$ cat src/rtl/mips_multicycle_control.sv
// Multicycle MIPS control FSM: sequences fetch/decode/execute/memory/write-back
// and drives every datapath select, enable and ALU op from the current state.
module mips_multicycle_control #(
  parameter int MEM_LATENCY     = 0,
  parameter bit TRAP_ON_ILLEGAL = 1'b1
) (
  input  logic       clk,
  input  logic       reset,
  input  logic [5:0] opcode,
  input  logic [5:0] funct,
  input  logic       zero,
  output logic       IorD,
  output logic       MemWrite,
  output logic       IRWrite,
  output logic       RegDst,
  output logic       MemtoReg,
  output logic       RegWrite,
  output logic [1:0] ALUSrcA,
  output logic [1:0] ALUSrcB,
  output logic       ImmZeroExt,
  output logic [3:0] ALUControl,
  output logic [1:0] PCSrc,
  output logic       PCEn,
  output logic [3:0] state_out,
  output logic       instr_retired,
  output logic       illegal_instr
);

  typedef enum logic [3:0] {
    FETCH    = 4'd0,
    DECODE   = 4'd1,
    MEMADR   = 4'd2,
    MEMREAD  = 4'd3,
    MEMWB    = 4'd4,
    MEMWRITE = 4'd5,
    EXEC_R   = 4'd6,
    ALUWB    = 4'd7,
    BRANCH   = 4'd8,
    EXEC_I   = 4'd9,
    JUMP     = 4'd10,
    TRAP     = 4'd11
  } state_t;

  localparam logic [3:0] ALU_ADD = 4'd2;
  localparam logic [3:0] ALU_SUB = 4'd3;
  localparam logic [3:0] ALU_AND = 4'd5;
  localparam logic [3:0] ALU_OR  = 4'd6;
  localparam logic [3:0] ALU_SLT = 4'd7;
  localparam logic [3:0] ALU_SLL = 4'd8;
  localparam logic [3:0] ALU_SRL = 4'd9;

  localparam logic [5:0] OP_R    = 6'h00;
  localparam logic [5:0] OP_J    = 6'h02;
  localparam logic [5:0] OP_BEQ  = 6'h04;
  localparam logic [5:0] OP_BNE  = 6'h05;
  localparam logic [5:0] OP_ADDI = 6'h08;
  localparam logic [5:0] OP_ANDI = 6'h0C;
  localparam logic [5:0] OP_ORI  = 6'h0D;
  localparam logic [5:0] OP_LW   = 6'h23;
  localparam logic [5:0] OP_SW   = 6'h2B;

  localparam logic [5:0] FN_SLL = 6'h00;
  localparam logic [5:0] FN_SRL = 6'h02;
  localparam logic [5:0] FN_ADD = 6'h20;
  localparam logic [5:0] FN_SUB = 6'h22;
  localparam logic [5:0] FN_AND = 6'h24;
  localparam logic [5:0] FN_OR  = 6'h25;
  localparam logic [5:0] FN_SLT = 6'h2A;

  localparam logic [3:0] LAT = MEM_LATENCY[3:0];

  state_t     state;
  state_t     next;
  logic [3:0] cnt;
  logic [5:0] op_q;
  logic [5:0] fn_q;
  logic       ill_q;
  logic       last_wait;

  logic d_r;
  logic d_mem;
  logic d_br;
  logic d_imm;
  logic d_j;
  logic d_legal;

  function automatic logic r_legal(input logic [5:0] f);
    unique case (f)
      FN_SLL, FN_SRL, FN_ADD, FN_SUB,
      FN_AND, FN_OR, FN_SLT: r_legal = 1'b1;
      default:               r_legal = 1'b0;
    endcase
  endfunction

  function automatic logic [3:0] r_alu(input logic [5:0] f);
    unique case (f)
      FN_SLL:  r_alu = ALU_SLL;
      FN_SRL:  r_alu = ALU_SRL;
      FN_ADD:  r_alu = ALU_ADD;
      FN_SUB:  r_alu = ALU_SUB;
      FN_AND:  r_alu = ALU_AND;
      FN_OR:   r_alu = ALU_OR;
      FN_SLT:  r_alu = ALU_SLT;
      default: r_alu = ALU_ADD;
    endcase
  endfunction

  assign last_wait = (cnt == LAT);

  // Classification of the live IR fields, used only while in DECODE
  always_comb begin
    d_r     = (opcode == OP_R) && r_legal(funct);
    d_mem   = (opcode == OP_LW) || (opcode == OP_SW);
    d_br    = (opcode == OP_BEQ) || (opcode == OP_BNE);
    d_imm   = (opcode == OP_ADDI) || (opcode == OP_ANDI)
            || (opcode == OP_ORI);
    d_j     = (opcode == OP_J);
    d_legal = d_r | d_mem | d_br | d_imm | d_j;
  end

  always_ff @(posedge clk) begin
    if (reset) begin
      state <= FETCH;
      cnt   <= 4'd0;
      op_q  <= 6'd0;
      fn_q  <= 6'd0;
      ill_q <= 1'b0;
    end else begin
      state <= next;
      cnt   <= (next == state) ? cnt + 4'd1 : 4'd0;
      if (state == DECODE) begin
        op_q <= opcode;
        fn_q <= funct;
      end
      if (next == TRAP)
        ill_q <= 1'b1;
    end
  end

  always_comb begin
    next = state;
    unique case (state)
      FETCH:    if (last_wait) next = DECODE;
      DECODE: begin
        unique case (1'b1)
          d_mem:   next = MEMADR;
          d_r:     next = EXEC_R;
          d_br:    next = BRANCH;
          d_imm:   next = EXEC_I;
          d_j:     next = JUMP;
          default: next = TRAP_ON_ILLEGAL ? TRAP : FETCH;
        endcase
      end
      MEMADR:   next = (op_q == OP_SW) ? MEMWRITE : MEMREAD;
      MEMREAD:  if (last_wait) next = MEMWB;
      MEMWRITE: if (last_wait) next = FETCH;
      EXEC_R:   next = ALUWB;
      EXEC_I:   next = ALUWB;
      MEMWB:    next = FETCH;
      ALUWB:    next = FETCH;
      BRANCH:   next = FETCH;
      JUMP:     next = FETCH;
      TRAP:     next = TRAP;
      default:  next = FETCH;
    endcase
  end

  always_comb begin
    IorD          = 1'b0;
    MemWrite      = 1'b0;
    IRWrite       = 1'b0;
    RegDst        = 1'b0;
    MemtoReg      = 1'b0;
    RegWrite      = 1'b0;
    ALUSrcA       = 2'd0;
    ALUSrcB       = 2'd0;
    ImmZeroExt    = 1'b0;
    ALUControl    = 4'd0;
    PCSrc         = 2'd0;
    PCEn          = 1'b0;
    instr_retired = 1'b0;
    if (!reset) begin
      unique case (state)
        FETCH: begin
          ALUSrcB    = 2'd1;
          ALUControl = ALU_ADD;
          IRWrite    = last_wait;
          PCEn       = last_wait;
        end
        DECODE: begin
          ALUSrcB       = 2'd3;
          ALUControl    = ALU_ADD;
          instr_retired = !d_legal && !TRAP_ON_ILLEGAL;
        end
        MEMADR: begin
          ALUSrcA    = 2'd1;
          ALUSrcB    = 2'd2;
          ALUControl = ALU_ADD;
        end
        MEMREAD: IorD = 1'b1;
        MEMWB: begin
          MemtoReg      = 1'b1;
          RegWrite      = 1'b1;
          instr_retired = 1'b1;
        end
        MEMWRITE: begin
          IorD          = 1'b1;
          MemWrite      = 1'b1;
          instr_retired = last_wait;
        end
        EXEC_R: begin
          ALUSrcA    = (fn_q == FN_SLL || fn_q == FN_SRL) ? 2'd2 : 2'd1;
          ALUControl = r_alu(fn_q);
        end
        ALUWB: begin
          RegWrite      = 1'b1;
          RegDst        = (op_q == OP_R);
          instr_retired = 1'b1;
        end
        BRANCH: begin
          ALUSrcA       = 2'd1;
          ALUControl    = ALU_SUB;
          PCSrc         = 2'd1;
          // Only the branch decision is allowed to follow zero combinationally
          PCEn          = (op_q == OP_BEQ) ? zero : ~zero;
          instr_retired = 1'b1;
        end
        EXEC_I: begin
          ALUSrcA    = 2'd1;
          ALUSrcB    = 2'd2;
          ImmZeroExt = (op_q == OP_ANDI) || (op_q == OP_ORI);
          unique case (1'b1)
            op_q == OP_ANDI: ALUControl = ALU_AND;
            op_q == OP_ORI:  ALUControl = ALU_OR;
            default:         ALUControl = ALU_ADD;
          endcase
        end
        JUMP: begin
          PCSrc         = 2'd2;
          PCEn          = 1'b1;
          instr_retired = 1'b1;
        end
        TRAP: ;
        default: ;
      endcase
    end
  end

  assign state_out     = reset ? 4'd0 : state;
  assign illegal_instr = ill_q & ~reset;

endmodule

$ cat config.mk
export PLATFORM = sky130hd
export DESIGN_NAME = mips_multicycle_control
export DESIGN_NICKNAME = d
export VERILOG_FILES = /design/src/rtl/mips_multicycle_control.sv
export SDC_FILE = /design/constraint.sdc
export NUM_CORES = 1
export LEC_CHECK = 0
export CAP_MARGIN = 20
export CORE_MARGIN = 5
export CORE_UTILIZATION = 49
export DETAILED_ROUTE_END_ITERATION = 16
export PLACE_DENSITY = 0.79
export SYNTH_ARGS = -nofsm -noshare
export SYNTH_HDL_FRONTEND = slang
export SYNTH_SLANG_ARGS = --single-unit
$ cat constraint.sdc
create_clock -name clk -period 2.2 [get_ports clk]
set_input_delay 0.55 -clock clk [delete_from_list [all_inputs] [get_ports clk]]
set_output_delay 0.55 -clock clk [all_outputs]
set_load 0.01 [all_outputs]
=== Word-level counts from Yosys, hierarchy flattened ===
Index checks and enable logic that the tools add are counted.

* Eq/ne operators: 36
* Shift operators: 0
* Muxes and demuxes: 38
* $mul: 0
* $add $sub $neg: 1
* $lt $le $gt $ge: 0
* Reductions and logical operators: 22
* Div/mod/pow operators: 0
* Bitwise logic cells: 4

{| class="wikitable"
|+ Operator list
! operator !! count
|-
| == test 6 bit (second input constant) || 12
|-
| == test 6 x 4 -> 1 bit (second input constant) || 5
|-
| case mux 4 bit (7 select lines) || 1
|-
| logical NOT 6 bit || 4
|-
| case mux 4 bit (6 select lines) || 1
|-
| == test 4 bit (second input constant) || 5
|-
| 2-to-1 mux 4 bit || 5
|-
| case mux 4 bit (5 select lines) || 1
|-
| == test 6 x 2 -> 1 bit (second input constant) || 3
|-
| == test 6 x 3 -> 1 bit (second input constant) || 3
|-
| 2-to-1 mux 1 bit || 18
|-
| == test 4 x 3 -> 1 bit (second input constant) || 4
|-
| case mux 4 bit (4 select lines) || 1
|-
| OR reduction 2 bit || 5
|-
| == test 4 x 2 -> 1 bit (second input constant) || 2
|-
| logical NOT 4 bit || 2
|-
| 2-to-1 mux 2 bit || 4
|-
| case mux 2 bit (2 select lines) || 2
|-
| OR reduction 7 bit || 1
|-
| logical OR 1 bit || 6
|-
| case mux 2 bit (3 select lines) || 1
|-
| case mux 3 bit (2 select lines) || 1
|-
| OR reduction 3 bit || 2
|-
| adder 4 x 1 -> 4 bit (second input constant) || 1
|-
| 9 further kinds || 11
|}

* Word-level logic and storage cells: 106
* Register bits after elaboration: 21
* Memories: 0
* Latch bits: 0
* Output and inout bits: 24
* Memory bits (read-only): 0
* Bits in writable memories: 0
* Input port bits: 15

=== Longest topological paths before layout ===
Gate-level depths: netlist of the first run.

* Depth in word-level cells: 9
* Gate-level depth with buffers: 7
* Gate-level depth less buffers: 7

=== Worst setup path after synthesis of the first run ===
No wires, ideal clock.

* Path kind: reg-to-output
* Start: reg cnt[0]
* End: out PCEn
* Stages on the path, launching flop included: 6
* Slack: 0.051 ns
* Buffers on the path: 0
* Arrival time: 1.599 ns
* Data required time: 1.650 ns
* Path through: dfxtp_1 inv_1 ha_1 nor3b_2 nand3_1 a2111oi_0

* Longest elaborated chain between the ends: 3

{| class="wikitable"
|+ Ends and longest elaborated chain
! what !! RTL line !! text
|-
| start: declaration || 74 || <nowiki>logic [3:0] cnt;</nowiki>
|-
| start signal: assignment || 130 || <nowiki>cnt <= (next == state) ? cnt + 4'd1 : 4'd0;</nowiki>
|-
| logical NOT 4 bit || 108 || <nowiki>assign last_wait = (cnt == LAT);</nowiki>
|-
| case mux 1 bit (3 select lines) || 183 || <nowiki>unique case (state)</nowiki>
|-
| 2-to-1 mux 1 bit || 182 || <nowiki>if (!reset) begin</nowiki>
|-
| end: declaration || 23 || <nowiki>output logic PCEn,</nowiki>
|}

Every way passes these cells.

=== Worst setup path after layout of the first run ===
* Start: reg cnt[1]
* End: out PCEn

Same word-level chain as after synthesis.

==> results of run 1 <==
-- cells by family after synthesis --
kind of cell	synth area share, %
adders and majority gates	1.56
muxes	1.56
xor gates and xnor gates	2.19
DFF	26.2
buffers and inverters	6.02
AOI/OAI and AO/OA	23.7
and+or+nand+nor	38.8
-- cell usage after synthesis (2+ instances only) --
cell      instances  area (um2)
nand3_1           8        40.0
a221oi_1          2        17.5
nor4_1            5        31.3
or3_1             2        12.5
nand2_1          31         116
xor2_1            3        26.3
o32a_1            3        30.0
dfxtp_1          21         420
nor3b_2           2        25.0
o21ai_0          12        60.1
a32oi_1           2        17.5
nor2b_1           8        50.1
and3_1            4        25.0
clkbuf_1          7        26.3
buf_2             5        25.0
a211oi_1          2        15.0
a21oi_1          20         100
nor2_1           26        97.6
ha_1              2        25.0
or3b_1            2        17.5
o21bai_1          4        30.0
nor3_1           16        80.1
nand2b_1          7        43.8
inv_1             6        22.5
nor3b_1           2        15.0
-- power breakdown --
part	leakage (nW)	total [mW]	switching [mW]	internal, mW
clock	0.0177	0.187	0.119	0.0678
sequential	0.178	0.672	0.157	0.515
combinational	0.931	1.97	1.04	0.934
-- flip-flops by register name, indices dropped and copies added (netlist names) --
signal,count
state,4
cnt,4
op_q,6
fn_q,6
ill_q,1
-- tightest hold or removal path: cells and delay by family, from the launching register on --
| family | cells | cell delay (ns) |
|---|---|---|
| AOI/OAI and AO/OA | 1 | 0.06 |
| buffers and inverters | 1 | 0.06 |
| DFF | 1 | 0.32 |
-- per-layer routing --
layer	vias up	track usage [%]
li1	1006	-
met1	978	31.2
met2	156	42.6
met3	39	4.66
met4	0	9.62
met5	-	0
-- repair_timing --
| action | 4_1_cts | 5_1_grt |
|---|---|---|
| pin swaps | 7 | 13 |
| buffers inserted | 4 | 3 |
| setup endpoints to repair | 24 | 19 |
| resized for setup | 90 | 38 |
| endpoints found under the hold margin | 0 | 0 |
-- final cells by class --
| type | count | area, um2 |
|---|---|---|
| multi-input combinational | 186 | 1240 |
| timing repair buffer | 101 | 810 |
| fill | 199 | 494 |
| sequential | 21 | 449 |
| tap | 44 | 55.1 |
| clock buffer | 3 | 22.5 |
| inverter | 6 | 22.5 |
| clock inverter | 1 | 5.00 |
-- path summary, 6_finish.rpt --
kind	startpoint	endpoint	slack, ns	cells past startpoint
max	cnt[1]	PCEn	-0.11	6
min reg2reg	ill_q	ill_q	0.47	2
max reg2reg	cnt[1]	cnt[1]	0.13	8
min	ill_q	ill_q	0.47	2
-- stage by stage --
| stage | util [%] | setup WS (ns) | area (um2) | hold slack (ns) | instances |
|---|---|---|---|---|---|
| after floorplan | - | 0.0511 | 1600 | 0.438 | 228 |
| after global placement | 77.3 | -0.702 | 2400 | 0.449 | 353 |
| after detailed placement | 77.3 | -0.653 | 2400 | 0.457 | 353 |
| after CTS | 81.7 | -0.170 | 2530 | 0.473 | 361 |
| after global routing | 84.1 | -0.234 | 2610 | 0.525 | 362 |
| final | 84.1 | -0.106 | 2610 | 0.475 | 362 |
==> results by group, run 1 <==
Status
  – Status: finished with violations
  – Failing checks: negative setup slack

Synthesis
  – Top FF cell, synth: dfxtp_1
  – Mapped Cells: between 200 and 250
  – Synth async-reset ratio: 0%
  – Yosys warnings: 0
  – FF+latch count, synth: 21
  – Syn avg cell area: approximately 7 um2
  – Post-synth EDFFs: 0
  – Distinct cells, synth: 51
  – Post-Syn Area: ~1600 um2
  – Post-Syn Nets: between 200 and 250
  – Sequential area share after synthesis: about a quarter

Cells and area
  – Layout cells sized above 1: around two fifths
  – Commonest non-fill, non-tap cell in the layout: buf_4
  – Area grow syn2layout: 62.9%
  – Most frequent cells in the layout: 58 x buf_4, 30 x nand2_1, 24 x nor2_1, 19 x a21oi_1, 12 x clkdlybuf4s50_1
  – # diodes: 0
  – Nets@finish: around 340

Timing
  – Achievable clock frequency: approximately 430 MHz
  – Slew Limit Fails: 0
  – Final hold violation count: 0
  – RSZ-0062 raised after global routing: yes
  – Layout Skew: ~0.0056 ns
  – Worst slew pin tran: between 0.4 and 0.5 ns
  – Final period util: 105%
  – Fin crit period: approximately 2.3 ns
  – Relative max-transition margin: between 70% and 80%
  – Setup TNS: -0.391 ns
  – Worst setup margin: -0.106 ns
  – Final Setup Violations: 5

Worst setup path
  – Crit-path max cell delay: about 0.37 ns
  – WP buf/inv: 2
  – Critical path class: flip-flop to primary output
  – Cells along the critical path: inv_2 -> ha_4 -> nor3b_4 -> nand3_1 -> a2111oi_2 -> buf_2
  – Worst setup SP type: flip-flop
  – Top delay family on crit path: compound AO/OA/AOI/OAI gates
  – Max Fanout on Critical Path: 2
  – CP max-delay cell: a2111oi_2
  – Crit path DAT: around 1.8 ns
  – Worst setup EP type: primary output
  – Data required, critical path: between 1.5 and 2 ns

GRT
  – Largest net degree at the start of global routing: 16
  – GRT Total Usage: between 20% and 30%
  – GRT overflow: 0
  – Via count of the first global-routing pass: between 1500 and 2000
  – First-pass GRT wire length: just under 9000 um
  – Initial antenna violation count: 0

Drt
  – Detail Route met3 WL: between 500 and 600 um
  – Residual DRC: 0
  – Vias: between 2000 and 2500
  – Vias/cell: roughly 6
  – Routed Antenna Nets: 0
  – Routed WL: around 6000 um
  – Sum of routed wire segments on met1: about 2400 um
  – Iteration-0 DRC Markers: roughly 210
  – WL met2: between 2000 and 3000 um
  – Uppermost layer routed: met4
  – Drt pass-1 iters: 7
  – Wire per inst: roughly 17 um

Run
  – Max-cap violation count: 0

Floorplan
  – Total die area: ~4500 um2
  – Core box area: slightly above 3000 um2
  – FP Rows: 20
  – Die W: 67.2 um
  – I/O pins: 39
  – Die span in y: between 60 and 70 um
  – Initial core utilization: slightly above 50%

Clock tree
  – H-tree levels: 1
  – CTS tree: done
  – Worst skew pair latency: ~0.3 ns
  – Clock tree sinks: 21
  – Hold-fix buffers at CTS: 0
  – Clock transition at path regs: approximately 0.12 ns
  – Bufs on Longest Clock Path: 2
  – Root buffer cell: clkbuf_4
  – TritonCTS Buffers: 3

Place
  – Input/output buffers: 38
  – DP HPWL: 3700 um
  – Gpl congestion: roughly 0.9

Min path
  – Worst min path class: flip-flop to flip-flop

Power and ir drop
  – Overall Power: 2.83 mW
  – P per Cell Area: 1090 nW/um2
  – VDD IR max: a little over 0.0006 V
  – Leak pwr: 1.13 nW
Power figures use the tool's default switching activity.
==> run 2, diff against run 1 <==
==> constraint.sdc (replaced) <==
create_clock -name clk -period 2.2 [get_ports clk]
set_input_delay 0.55 -clock clk [delete_from_list [all_inputs] [get_ports clk]]
set_output_delay 0.55 -clock clk [all_outputs]
set_load 0.1 [all_outputs]
==> results by group, run 2 <==
Floorplan
  – Initial core utilization: around half
  – FP Rows: 20
  – Die span in y: about 67 um
  – Die W: about 67 um
  – I/O pins: 39

Synthesis
  – Post-Synth Adder-Cell Area: around 1.6%
  – Synth async-reset ratio: 0%
  – Sequential area share after synthesis: a little over a quarter
  – Top FF cell, synth: dfxtp_1
  – Largest area contributor in the netlist: dfxtp_1
  – Post-Syn Area: roughly 1600 um2
  – Yosys warnings: 0
  – Yosys top cell area share: 26.3%
  – Syn avg cell area: 7.02 um2
  – Post-Syn Nets: 245
  – Distinct cells, synth: 51
  – FF+latch count, synth: 21
  – Synth top area cells: dfxtp_1 26%, nand2_1 7.3%, a21oi_1 6.3%, nor2_1 6.1%, nor3_1 5.0%
  – Mapped Cells: between 200 and 250
  – Compound-Gate Fraction of Synth Area: between 20% and 30%
  – Post-synthesis mux area share: 1.56%
  – Largest family of logic cells by synthesized area: simple AND/OR/NAND/NOR gates
  – Post-synthesis xor/xnor area fraction: under 10%
  – Most numerous cell in the Yosys netlist: nand2_1
  – Post-synth EDFFs: 0
  – Post-synthesis simple-gate area fraction: around two fifths
  – Post-synth top cells: 31 x nand2_1, 26 x nor2_1, 21 x dfxtp_1

Status
  – Failed at: global routing (5_1_grt)
  – Status: aborted with a tool error
  – Error: [ERROR DPL-0038] Utilization greater than 100%, impossible to legalize

Place
  – Gpl congestion: 0.890
  – DP HPWL: between 4000 and 5000 um
  – Pre-CTS setup slack: -0.318 ns
  – Input/output buffers: 38

GRT
  – Largest net degree at the start of global routing: 21

Clock tree
  – H-tree levels: 1
  – Hold-fix buffers at CTS: 0
  – TritonCTS Buffers: 3
  – Bufs on Longest Clock Path: 2
  – Root buffer cell: clkbuf_4
  – Clock tree sinks: 21

Timing
  – Worst setup endpoint GRT: PCEn
  – Worst EP kind: output port
-- run 2: cell counts after synthesis --
Identical to the previous run, type by type.
-- run 2: kinds of logic after synthesis --
| logic type | count (synthesis) |
|---|---|
| AND/OR/NAND/NOR | 121 |
| AO/OA/AOI/OAI | 57 |
| buffers and inverters | 21 |
| flip-flops | 21 |
| XOR/XNOR | 4 |
| multiplexers | 2 |
| adder cells (fa/ha/maj) | 2 |
-- run 2: repair_timing --
item,in CTS
resized for setup,36
pin swaps,13
buffers inserted,9
endpoints found under the setup margin,13
cloned,0
-- run 2: per-stage QoR --
stage	instance area, um2	instances	util (%)
2_1_floorplan	1900	228	-
3_5_place_dp	2690	325	86.7
4_1_cts	2910	338	93.9
3_3_place_gp	2690	325	86.7
==> run 3, diff against run 2 <==
- CORE_UTILIZATION: 49 -> 40
- PLACE_DENSITY: 0.79 -> unset
- PLACE_DENSITY_LB_ADDON: unset -> 0.15
==> results by group, run 3 (synthesis gave the netlist of run 1 again) <==
Status
  – Status: finished with violations
  – Failing checks: negative setup slack

Timing
  – Relative max-transition margin: 74.9%
  – Final Setup Violations: 5
  – Slew Limit Fails: 0
  – Fin crit period: 2.44 ns
  – Final hold violation count: 0
  – Hold WS: a little under 0.5 ns
  – Worst slew pin tran: 0.372 ns
  – RSZ-0062 raised after global routing: yes
  – Achievable clock frequency: 410 MHz
  – Worst setup margin: -0.236 ns
  – Setup TNS: -0.740 ns
  – Final period util: 111%
  – Layout Skew: between 0.003 and 0.004 ns

Clock tree
  – CTS tree: done
  – Bufs on Longest Clock Path: 2
  – Worst skew pair latency: about 0.26 ns
  – H-tree levels: 1
  – TritonCTS Buffers: 3
  – Clock transition at path regs: approximately 0.080 ns
  – Hold-fix buffers at CTS: 0
  – Root buffer cell: clkbuf_8
  – Clock tree sinks: 21

Worst setup path
  – Critical path class: flip-flop to primary output
  – Data required, critical path: roughly 1.7 ns
  – Crit path DAT: 1.89 ns
  – WP buf/inv: 1
  – CP startpoint: op_q[1]
  – Setup crit end: PCEn
  – WP depth: 6
  – Worst r2r src: cnt[0]
  – Worst setup EP type: primary output
  – Worst R2R Setup Slack: around 0.080 ns
  – Max Fanout on Critical Path: 3
  – CP max-delay cell: a2111oi_4
  – Crit-path max cell delay: 0.37 ns
  – Cells along the critical path: nor3_4 -> nand3_2 -> xor2_1 -> o21ai_2 -> a2111oi_4 -> buf_12
  – R2R cell count: 9
  – Worst setup SP type: flip-flop
  – R2r endpoint: cnt[1]
  – Top delay family on crit path: compound AO/OA/AOI/OAI gates

Power and ir drop
  – P per Cell Area: ~1300 nW/um2
  – Leak pwr: 1.13 nW
  – Overall Power: 3.88 mW
  – VDD IR max: just under 0.0008 V

Floorplan
  – Initial core utilization: between 40% and 50%
  – Die span in y: 73.3 um
  – FP Rows: 23
  – Core box area: around 4000 um2
  – I/O pins: 39
  – Total die area: 5370 um2
  – Die W: 73.3 um

Cells and area
  – Filler cells: 283
  – Reg area: about 430 um2
  – Most frequent cells in the layout: 41 x buf_4, 30 x nand2_1, 26 x buf_12, 20 x nor2_1, 17 x a21oi_1
  – Commonest non-fill, non-tap cell in the layout: buf_4
  – Layout cells sized above 1: a little under half
  – # diodes: 0
  – Area grow syn2layout: 87.9%
  – Top flop regs: fn_q (6), op_q (6)
  – Nets@finish: ~320
  – Multi-input logic area: about 1400 um2

Run
  – Max-cap violation count: 0

Place
  – DP HPWL: a little under 4000 um
  – Input/output buffers: 38
  – Gpl congestion: between 0.7 and 0.8
  – Pre-CTS setup slack: -0.270 ns

Drt
  – Residual DRC: 0
  – Vias/cell: between 5 and 6
  – Wire per inst: 15.3 um
  – Vias: 1969
  – Iteration-0 DRC Markers: 122
  – Routed Antenna Nets: 0
  – Routed WL: ~5400 um
  – Drt pass-1 iters: 4

GRT
  – Initial antenna violation count: 0
  – GRT overflow: 0
  – First-pass GRT wire length: approximately 8500 um
  – Largest net degree at the start of global routing: 19
  – Via count of the first global-routing pass: between 1500 and 2000
  – GRT Total Usage: between 10% and 20%

Min path
  – Min-Delay Path Depth: 2
  – Worst min path class: flip-flop to flip-flop
-- run 3: final cells by class --
cell class | instances | area share, %
Clock inverter | 1 | 0.166
Timing Repair Buffer | 84 | 33.1
Inverter | 6 | 0.748
Multi-Input combinational cell | 186 | 48.1
Tap cell | 50 | 2.08
Clock buffer | 3 | 1.37
Sequential cell | 21 | 14.4
-- run 3: worst min path at each step --
stage	slack, ns	from	end
6_report	0.48	ill_q	ill_q
5_1_grt	0.51	ill_q	ill_q
4_1_cts	0.48	ill_q	ill_q
3_5_place_dp	0.47	ill_q	ill_q
3_3_place_gp	0.45	ill_q	ill_q
2_1_floorplan	0.44	ill_q	ill_q
-- run 3: power by group --
group	leakage, nW	switching, mW	internal [mW]
Combinational	0.929	1.77	1.19
Sequential	0.175	0.168	0.501
Clock	0.0255	0.122	0.126
-- run 3: layer usage --
metal,global-route usage (%),wire (um),vias to the layer above
met3,2.74,278,13
met5,0,0,-
li1,-,-,978
met1,24.6,2300,915
met2,35.3,2690,63
met4,5.94,102,0
-- run 3: stage by stage --
step | instances | utilization, % | instance area [um2]
after floorplan | 228 | - | 1900
after global placement | 333 | 68.8 | 2710
after detailed placement | 333 | 68.8 | 2710
after CTS | 341 | 72.1 | 2840
after global routing | 351 | 76.3 | 3010
final | 351 | 76.3 | 3010
-- run 3: worst register-to-register path, cell delays in order (launching register included) --
cell     delay, ns
dfxtp_2       0.33
inv_2         0.06
ha_4          0.13
buf_4         0.09
buf_4         0.09
or3b_2        0.46
nand3_1       0.14
and3_4        0.22
mux2_4        0.33
nor3b_2       0.18
-- run 3: timing repair --
action | in CTS | in global routing
endpoints found under the hold margin | 0 | 0
endpoints found under the setup margin | 9 | 16
setup buffers | 4 | 11
resized for setup | 19 | 25
pin swaps | 8 | 11
